[config.mk]
export PLATFORM = sky130hd
export DESIGN_NAME = brick_map_manager
export DESIGN_NICKNAME = d
export VERILOG_FILES = /design/src/rtl/dxball_pkg.sv /design/src/rtl/brick_addr_divider.sv /design/src/rtl/brick_map_manager.sv
export SDC_FILE = /design/constraint.sdc
export NUM_CORES = 1
export LEC_CHECK = 0
export CAP_MARGIN = 20
export CORE_ASPECT_RATIO = 0.8
export CORE_UTILIZATION = 50
export CTS_CLUSTER_SIZE = 24
export DETAILED_ROUTE_END_ITERATION = 10
export PLACE_DENSITY = 0.75
export SETUP_SLACK_MARGIN = 0.1
export SYNTH_ARGS = -nofsm -noshare
export SYNTH_HDL_FRONTEND = slang
export SYNTH_SLANG_ARGS = --single-unit
[constraint.sdc]
create_clock -name clock -period 4.6 [get_ports clock]
set_clock_uncertainty 0.15 [all_clocks]
set_input_delay 0.92 -clock clock [delete_from_list [all_inputs] [get_ports clock]]
set_output_delay 0.92 -clock clock [all_outputs]
set_load 0.02 [all_outputs]
[src/rtl/dxball_pkg.sv]
// Shared DX-Ball playfield geometry and brick-manager types.
// Purpose : one place for the screen/brick geometry used by the brick
//           manager, the collision logic and the renderer.
// Contents: geometry constants, brick address type, manager FSM states.
package dxball_pkg;

  localparam int SCREEN_W   = 160;
  localparam int SCREEN_H   = 120;
  localparam int BRICK_W    = 16;
  localparam int BRICK_H    = 10;
  localparam int COLS       = 10;
  localparam int ROWS       = 2;
  localparam int NUM_BRICKS = COLS * ROWS;
  localparam int POINTS     = 10;

  typedef logic [7:0] brick_addr_t;

  typedef enum logic [2:0] {
    IDLE,
    LOAD,
    CHECK,
    DIV,
    ERASE
  } brick_mgr_state_t;

endpackage

[src/rtl/brick_addr_divider.sv]
// Iterative brick address -> (col,row) divider.
// Purpose : splits a linear brick address into row (quotient) and column
//           (remainder) by repeated subtraction of DIVISOR, one step per
//           cycle. Reusable by the renderer.
// Ports   : clock, resetn    - clock, async active-low reset
//           start, dividend  - load a new address (restarts any division)
//           done             - high in the cycle the result is final
//           quotient         - row of the address
//           remainder        - column of the address
module brick_addr_divider
  import dxball_pkg::*;
#(
  parameter int DIVISOR = dxball_pkg::COLS
) (
  input  logic        clock,
  input  logic        resetn,
  input  logic        start,
  input  brick_addr_t dividend,
  output logic        done,
  output brick_addr_t quotient,
  output brick_addr_t remainder
);

  localparam brick_addr_t DIV_C = brick_addr_t'(DIVISOR);

  logic busy;

  // done is combinational so the consumer can register its result in the
  // same cycle the remainder drops below the divisor.
  assign done = busy && (remainder < DIV_C);

  always_ff @(posedge clock or negedge resetn) begin
    if (!resetn) begin
      busy      <= 1'b0;
      quotient  <= '0;
      remainder <= '0;
    end else if (start) begin
      busy      <= 1'b1;
      quotient  <= '0;
      remainder <= dividend;
    end else if (busy) begin
      if (remainder >= DIV_C) begin
        remainder <= remainder - DIV_C;
        quotient  <= quotient + 8'd1;
      end else begin
        busy <= 1'b0;
      end
    end
  end

endmodule

[src/rtl/brick_map_manager.sv]
// DX-Ball brick map manager.
// Purpose : owns the alive bitmap of all bricks, confirms/rejects hit
//           reports, keeps score and bricks-left, asks the drawer to erase
//           destroyed bricks and refills the map on level load.
// Ports   : clock, resetn                 - clock, async active-low reset
//           level_load                    - refill request (single cycle)
//           hit_valid/hit_ready/hit_addr  - hit report handshake
//           hit_accepted, hit_miss        - 1-cycle verdict pulses
//           erase_req/erase_ack           - erase handshake to the drawer
//           erase_x, erase_y              - top-left of rectangle to erase
//           rd_addr, rd_alive             - registered read port
//           score, bricks_left            - game counters
//           level_clear                   - sticky, set when no bricks left
module brick_map_manager
  import dxball_pkg::*;
#(
  parameter int COLS    = dxball_pkg::COLS,
  parameter int ROWS    = dxball_pkg::ROWS,
  parameter int BRICK_W = dxball_pkg::BRICK_W,
  parameter int BRICK_H = dxball_pkg::BRICK_H,
  parameter int POINTS  = dxball_pkg::POINTS
) (
  input  logic        clock,
  input  logic        resetn,
  input  logic        level_load,
  input  logic        hit_valid,
  output logic        hit_ready,
  input  logic [7:0]  hit_addr,
  output logic        hit_accepted,
  output logic        hit_miss,
  output logic        erase_req,
  input  logic        erase_ack,
  output logic [7:0]  erase_x,
  output logic [6:0]  erase_y,
  input  logic [7:0]  rd_addr,
  output logic        rd_alive,
  output logic [15:0] score,
  output logic [7:0]  bricks_left,
  output logic        level_clear
);

  localparam int          NB   = COLS * ROWS;
  localparam brick_addr_t NB_A = brick_addr_t'(NB);
  localparam logic [15:0] PTS  = 16'(POINTS);

  brick_mgr_state_t state, state_next;

  logic [NB-1:0] bitmap;
  brick_addr_t   addr;
  logic          load_pending;

  logic          do_load;
  logic          div_start;
  logic          div_done;
  brick_addr_t   div_row;
  brick_addr_t   div_col;

  // Bitmap lookups by shifting the selected bit down to position 0; the
  // explicit range check keeps out-of-range addresses reading as dead.
  logic [NB-1:0] addr_shift;
  logic [NB-1:0] rd_shift;
  logic          addr_alive;
  logic          rd_bit;

  assign addr_shift = bitmap >> addr;
  assign rd_shift   = bitmap >> rd_addr;
  assign addr_alive = (addr < NB_A) && addr_shift[0];
  assign rd_bit     = (rd_addr < NB_A) && rd_shift[0];

  brick_addr_divider #(
    .DIVISOR (COLS)
  ) u_div (
    .clock     (clock),
    .resetn    (resetn),
    .start     (div_start),
    .dividend  (addr),
    .done      (div_done),
    .quotient  (div_row),
    .remainder (div_col)
  );

  always_ff @(posedge clock or negedge resetn) begin
    if (!resetn) state <= IDLE;
    else         state <= state_next;
  end

  always_comb begin
    state_next = state;
    hit_ready  = 1'b0;
    do_load    = 1'b0;
    div_start  = 1'b0;
    unique case (state)
      IDLE: begin
        // A pending or fresh load wins over any hit presented this cycle.
        if (load_pending || level_load) begin
          do_load    = 1'b1;
          state_next = LOAD;
        end else begin
          hit_ready = 1'b1;
          if (hit_valid) state_next = CHECK;
        end
      end
      LOAD:  state_next = IDLE;
      CHECK: begin
        if (addr_alive) begin
          div_start  = 1'b1;
          state_next = DIV;
        end else begin
          state_next = IDLE;
        end
      end
      DIV:   if (div_done)  state_next = ERASE;
      ERASE: if (erase_ack) state_next = IDLE;
      default: state_next = IDLE;
    endcase
  end

  always_ff @(posedge clock or negedge resetn) begin
    if (!resetn) begin
      bitmap       <= '1;
      bricks_left  <= NB_A;
      score        <= '0;
      level_clear  <= 1'b0;
      load_pending <= 1'b0;
      addr         <= '0;
      hit_accepted <= 1'b0;
      hit_miss     <= 1'b0;
      erase_req    <= 1'b0;
      erase_x      <= '0;
      erase_y      <= '0;
      rd_alive     <= 1'b0;
    end else begin
      hit_accepted <= 1'b0;
      hit_miss     <= 1'b0;
      // Read returns the bitmap before any write in this same cycle.
      rd_alive     <= rd_bit;

      if (do_load)                          load_pending <= 1'b0;
      else if (level_load && state != IDLE) load_pending <= 1'b1;

      unique case (state)
        IDLE: begin
          // The refill is committed on the way into LOAD, so the refilled
          // counters are already visible during the LOAD cycle.
          if (do_load) begin
            bitmap      <= '1;
            bricks_left <= NB_A;
            level_clear <= 1'b0;
          end else if (hit_valid) begin
            addr <= hit_addr;
          end
        end
        CHECK: begin
          if (addr_alive) begin
            bitmap       <= bitmap & ~({{(NB-1){1'b0}}, 1'b1} << addr);
            bricks_left  <= bricks_left - 8'd1;
            score        <= (score > 16'hFFFF - PTS) ? 16'hFFFF : score + PTS;
            hit_accepted <= 1'b1;
            if (bricks_left == 8'd1) level_clear <= 1'b1;
          end else begin
            hit_miss <= 1'b1;
          end
        end
        DIV: begin
          if (div_done) begin
            erase_x   <= 8'(div_col * BRICK_W);
            erase_y   <= 7'(div_row * BRICK_H);
            erase_req <= 1'b1;
          end
        end
        ERASE: if (erase_ack) erase_req <= 1'b0;
        default: ;
      endcase
    end
  end

endmodule

==> impl_metrics.env <==
export IMPL_synth_edf_count=0
export IMPL_worst_path_most_repeated_cell="clkdlybuf4s50_1"
export IMPL_drc=0
export IMPL_synth_main_ff_cell="dfrtp_1"
export IMPL_syn_to_final_growth_pct=20.38
export IMPL_fill_cells=727
export IMPL_cp_max_fo=3
export IMPL_dr_max_layer_used="met4"
export IMPL_first_global_vias=3319
export IMPL_r2r_end="state[1]"
export IMPL_synth_cell_type_count=54
export IMPL_wl_met3_microns=467
export IMPL_grt_overflow=0
export IMPL_grt_usage_pct=22.92
export IMPL_multi_input_area_sq_um=2049
export IMPL_powerDensity_nw_per_um2=428.0
export IMPL_die_w_microns=106.8
export IMPL_rsz0062_at_grt="no"
export IMPL_hpwl_microns=6586
export IMPL_cts_resized=0
export IMPL_initial_utilization_pct=51.76
export IMPL_syn_cell_area_sq_um=4390
export IMPL_ctsHtreeMaxLevel=3
export IMPL_maxSlewViolCount=0
export IMPL_port_buffers=60
export IMPL_route_vias_total=3426
export IMPL_fin_nets=514
export IMPL_reg2reg_depth=8
export IMPL_finalCriticalPeriod_ns=3.446
export IMPL_yosysTopAreaCell="dfrtp_1"
export IMPL_worstMarginPinSlew_ns=1.032
export IMPL_rows=30
export IMPL_die_area_sq_um=9162
export IMPL_numCtsBuffers=9
export IMPL_seq_area_frac_synth_pct=49.64
export IMPL_crit_family="buffers and inverters"
export IMPL_cp_end_kind="output port"
export IMPL_drive_above_1_share_pct=16.80
export IMPL_wl_microns=9630
export IMPL_peakVddDrop_mv=0.2491
export IMPL_fmax_mhz=290.2
export IMPL_status="complete, no violations"
export IMPL_tns_ns=0
export IMPL_clock_path_buffers=2
export IMPL_met1Wirelength_microns=4698
export IMPL_diodes=0
export IMPL_ctsHoldBuffers=0
export IMPL_netlist_top_cells_area="dfrtp_1 36%, dfstp_2 13%, mux2_2 6.4%"
export IMPL_crit_buf_inv=3
export IMPL_register_area_sq_um=2180
export IMPL_firstDrtPassIters=4
export IMPL_ys_warn_count=0
export IMPL_vias_per_cell=5.710
export IMPL_clock_root_buffer="clkbuf_8"
export IMPL_period_share_pct=74.90
export IMPL_tritoncts="built"
export IMPL_die_height_microns=85.82
export IMPL_timing_slew_headroom_pct=30.91
export IMPL_worstSetupStartpointType="input port"
export IMPL_insertion_delay_ns=0.35
export IMPL_drt_iter0_drc=239
export IMPL_wl_met2_microns=4371
export IMPL_ios=66
export IMPL_reg2reg_from="addr[0]"
export IMPL_grt_pass1_wl_microns=16400
export IMPL_setup_viol_count_final=0
export IMPL_cp_slowest_cell="clkdlybuf4s50_1"
export IMPL_cts_repair_timing_setup_buffer_count=0
export IMPL_syn_avg_cell_area_sq_um=10.28
export IMPL_final_antenna_net_count=0
export IMPL_synthCells=427
export IMPL_cp_required_ns=3.53
export IMPL_synthArstFlopShare_pct=100.0
export IMPL_ys_seq_elements=86
export IMPL_whs_ns=0.2417
export IMPL_leakagePower_nw=2.224
export IMPL_hp_class="input port to async pin"
export IMPL_worstPathArrival_ns=2.38
export IMPL_hold_viol_final=0
export IMPL_max_stage_delay_ns=0.59
export IMPL_grt_max_degree=87
export IMPL_wl_per_cell_microns=16.05
export IMPL_clkTransAtPathRegs_ns=0.08
export IMPL_drv_cap=0
export IMPL_cp_cell_sequence="clkdlybuf4s50_1, nor2_1, nand2_1, inv_1, clkdlybuf4s50_1"
export IMPL_netlist_area_leader_share_pct=36.48
export IMPL_core_sq_um=8483
export IMPL_antenna_found_initial=0
export IMPL_gp_routability_congestion=0.8663
export IMPL_worstSetupPathType="input port to output port"
export IMPL_r2r_setup_slack_ns=1.40
export IMPL_cts_sinks=86
## power by group
part	total, W	switching [W]	internal (W)
Sequential	0.00102	0.000166	0.000852
Clock	0.000622	0.000261	0.000361
Combinational	0.000622	0.000359	0.000263
Total	0.00226	0.000786	0.00148
## Yosys cell counts, types with 4 or more instances
cell and count:
nand2_1 45, and2_1 5, and4_1 5, mux4_2 7, nand3_1 8, mux2_2 25
a21oi_1 34, ha_1 9, nor3_1 10, mux2i_1 6, a31oi_1 13, clkbuf_1 9
dfrtp_1 64, nand4_1 7, xnor2_1 7, nand2b_1 4, buf_4 6, inv_1 11
dfstp_2 22, nor2_1 60, xor2_1 7, o21ai_0 11, o22ai_1 4
## state kept, by name, indices dropped and copies added, names as in the netlist, 4 cells and up
register	count
bricks_left	8
bitmap	20
erase_y	6
erase_x	4
u_div.quotient	6
score	16
addr	8
u_div.remainder	8
## layout by cell type, fill, tap and decap left out, types with 2 or more instances in the layout
cell and n:
mux4_2 7, xor2_1 7, clkbuf_8 9, clkdlybuf4s50_1 59, dfrtp_1 64, nor2_1 60, clkbuf_1 3, a211oi_1 2
o21ai_0 11, nand4_1 7, and3_1 3, buf_4 3, or3_1 3, inv_1 11, nand2_1 45, dfstp_2 22
mux2_2 25, a31oi_1 13, nand3_1 8, a31o_2 3, xnor2_1 7, and4_1 5, a21o_1 3, nor4_1 3
bufinv_16 3, nand2b_1 4, ha_1 9, nor3_1 10, o22ai_1 4, nand3b_1 3, mux2i_1 6, conb_1 5
a21oi_1 34, and2_1 5
## worst max path at each step
| stage | startpoint | end | depth (start not counted) |
|---|---|---|---|
| global route | level_load | hit_ready | 5 |
| finish | level_load | hit_ready | 5 |
| global placement | level_load | hit_ready | 5 |
| floorplan | rd_addr[0] | rd_alive | 5 |
| detailed placement | level_load | hit_ready | 5 |
| CTS | level_load | hit_ready | 5 |
## kinds of logic after synthesis
logic type / share of synthesized area [%]
and+or+nand+nor: 17.61
DFF: 49.64
muxes: 12.31
other: 0.08541
xor gates and xnor gates: 2.793
AOI/OAI and AO/OA: 10.52
adders and majority gates: 3.021
buffers and inverters: 4.018
## worst register-to-register path: stages, from the launching register on
cell,delay [ns]
dfrtp_1,0.65
mux4_1,0.33
nand2_1,0.05
a2111o_1,0.42
or4_4,0.54
inv_2,0.28
buf_4,0.35
a31oi_1,0.10
a211oi_1,0.24
## per-layer routing
layer | GRT usage (%) | vias up
li1 | - | 1616
met1 | 34.37 | 1706
met2 | 33.78 | 94
met3 | 4.711 | 10
met4 | 6.476 | 0
met5 | 0 | -
## metrics by stage
step,worst slack [ns],instance area [sq um],power [W],util (%),cells
CTS,1.163,5258,0.002266,61.98,599
detailed placement,1.168,5027,0.001642,59.26,583
finish,1.154,5285,0.002262,62.30,600
global route,1.081,5285,0.002398,62.30,600
floorplan,1.762,4405,0.001417,-,431
global placement,1.233,5027,0.001617,59.26,583
## layout make-up
type,count,share of cell area (%)
tap,112,2.652
inverter,12,0.8523
clock buffer,12,2.557
multi-input combinational,311,38.78
clock inverter,4,1.799
sequential,86,41.24
timing repair buffer,63,12.12
No activity file was read; power rests on OpenSTA's default activity.
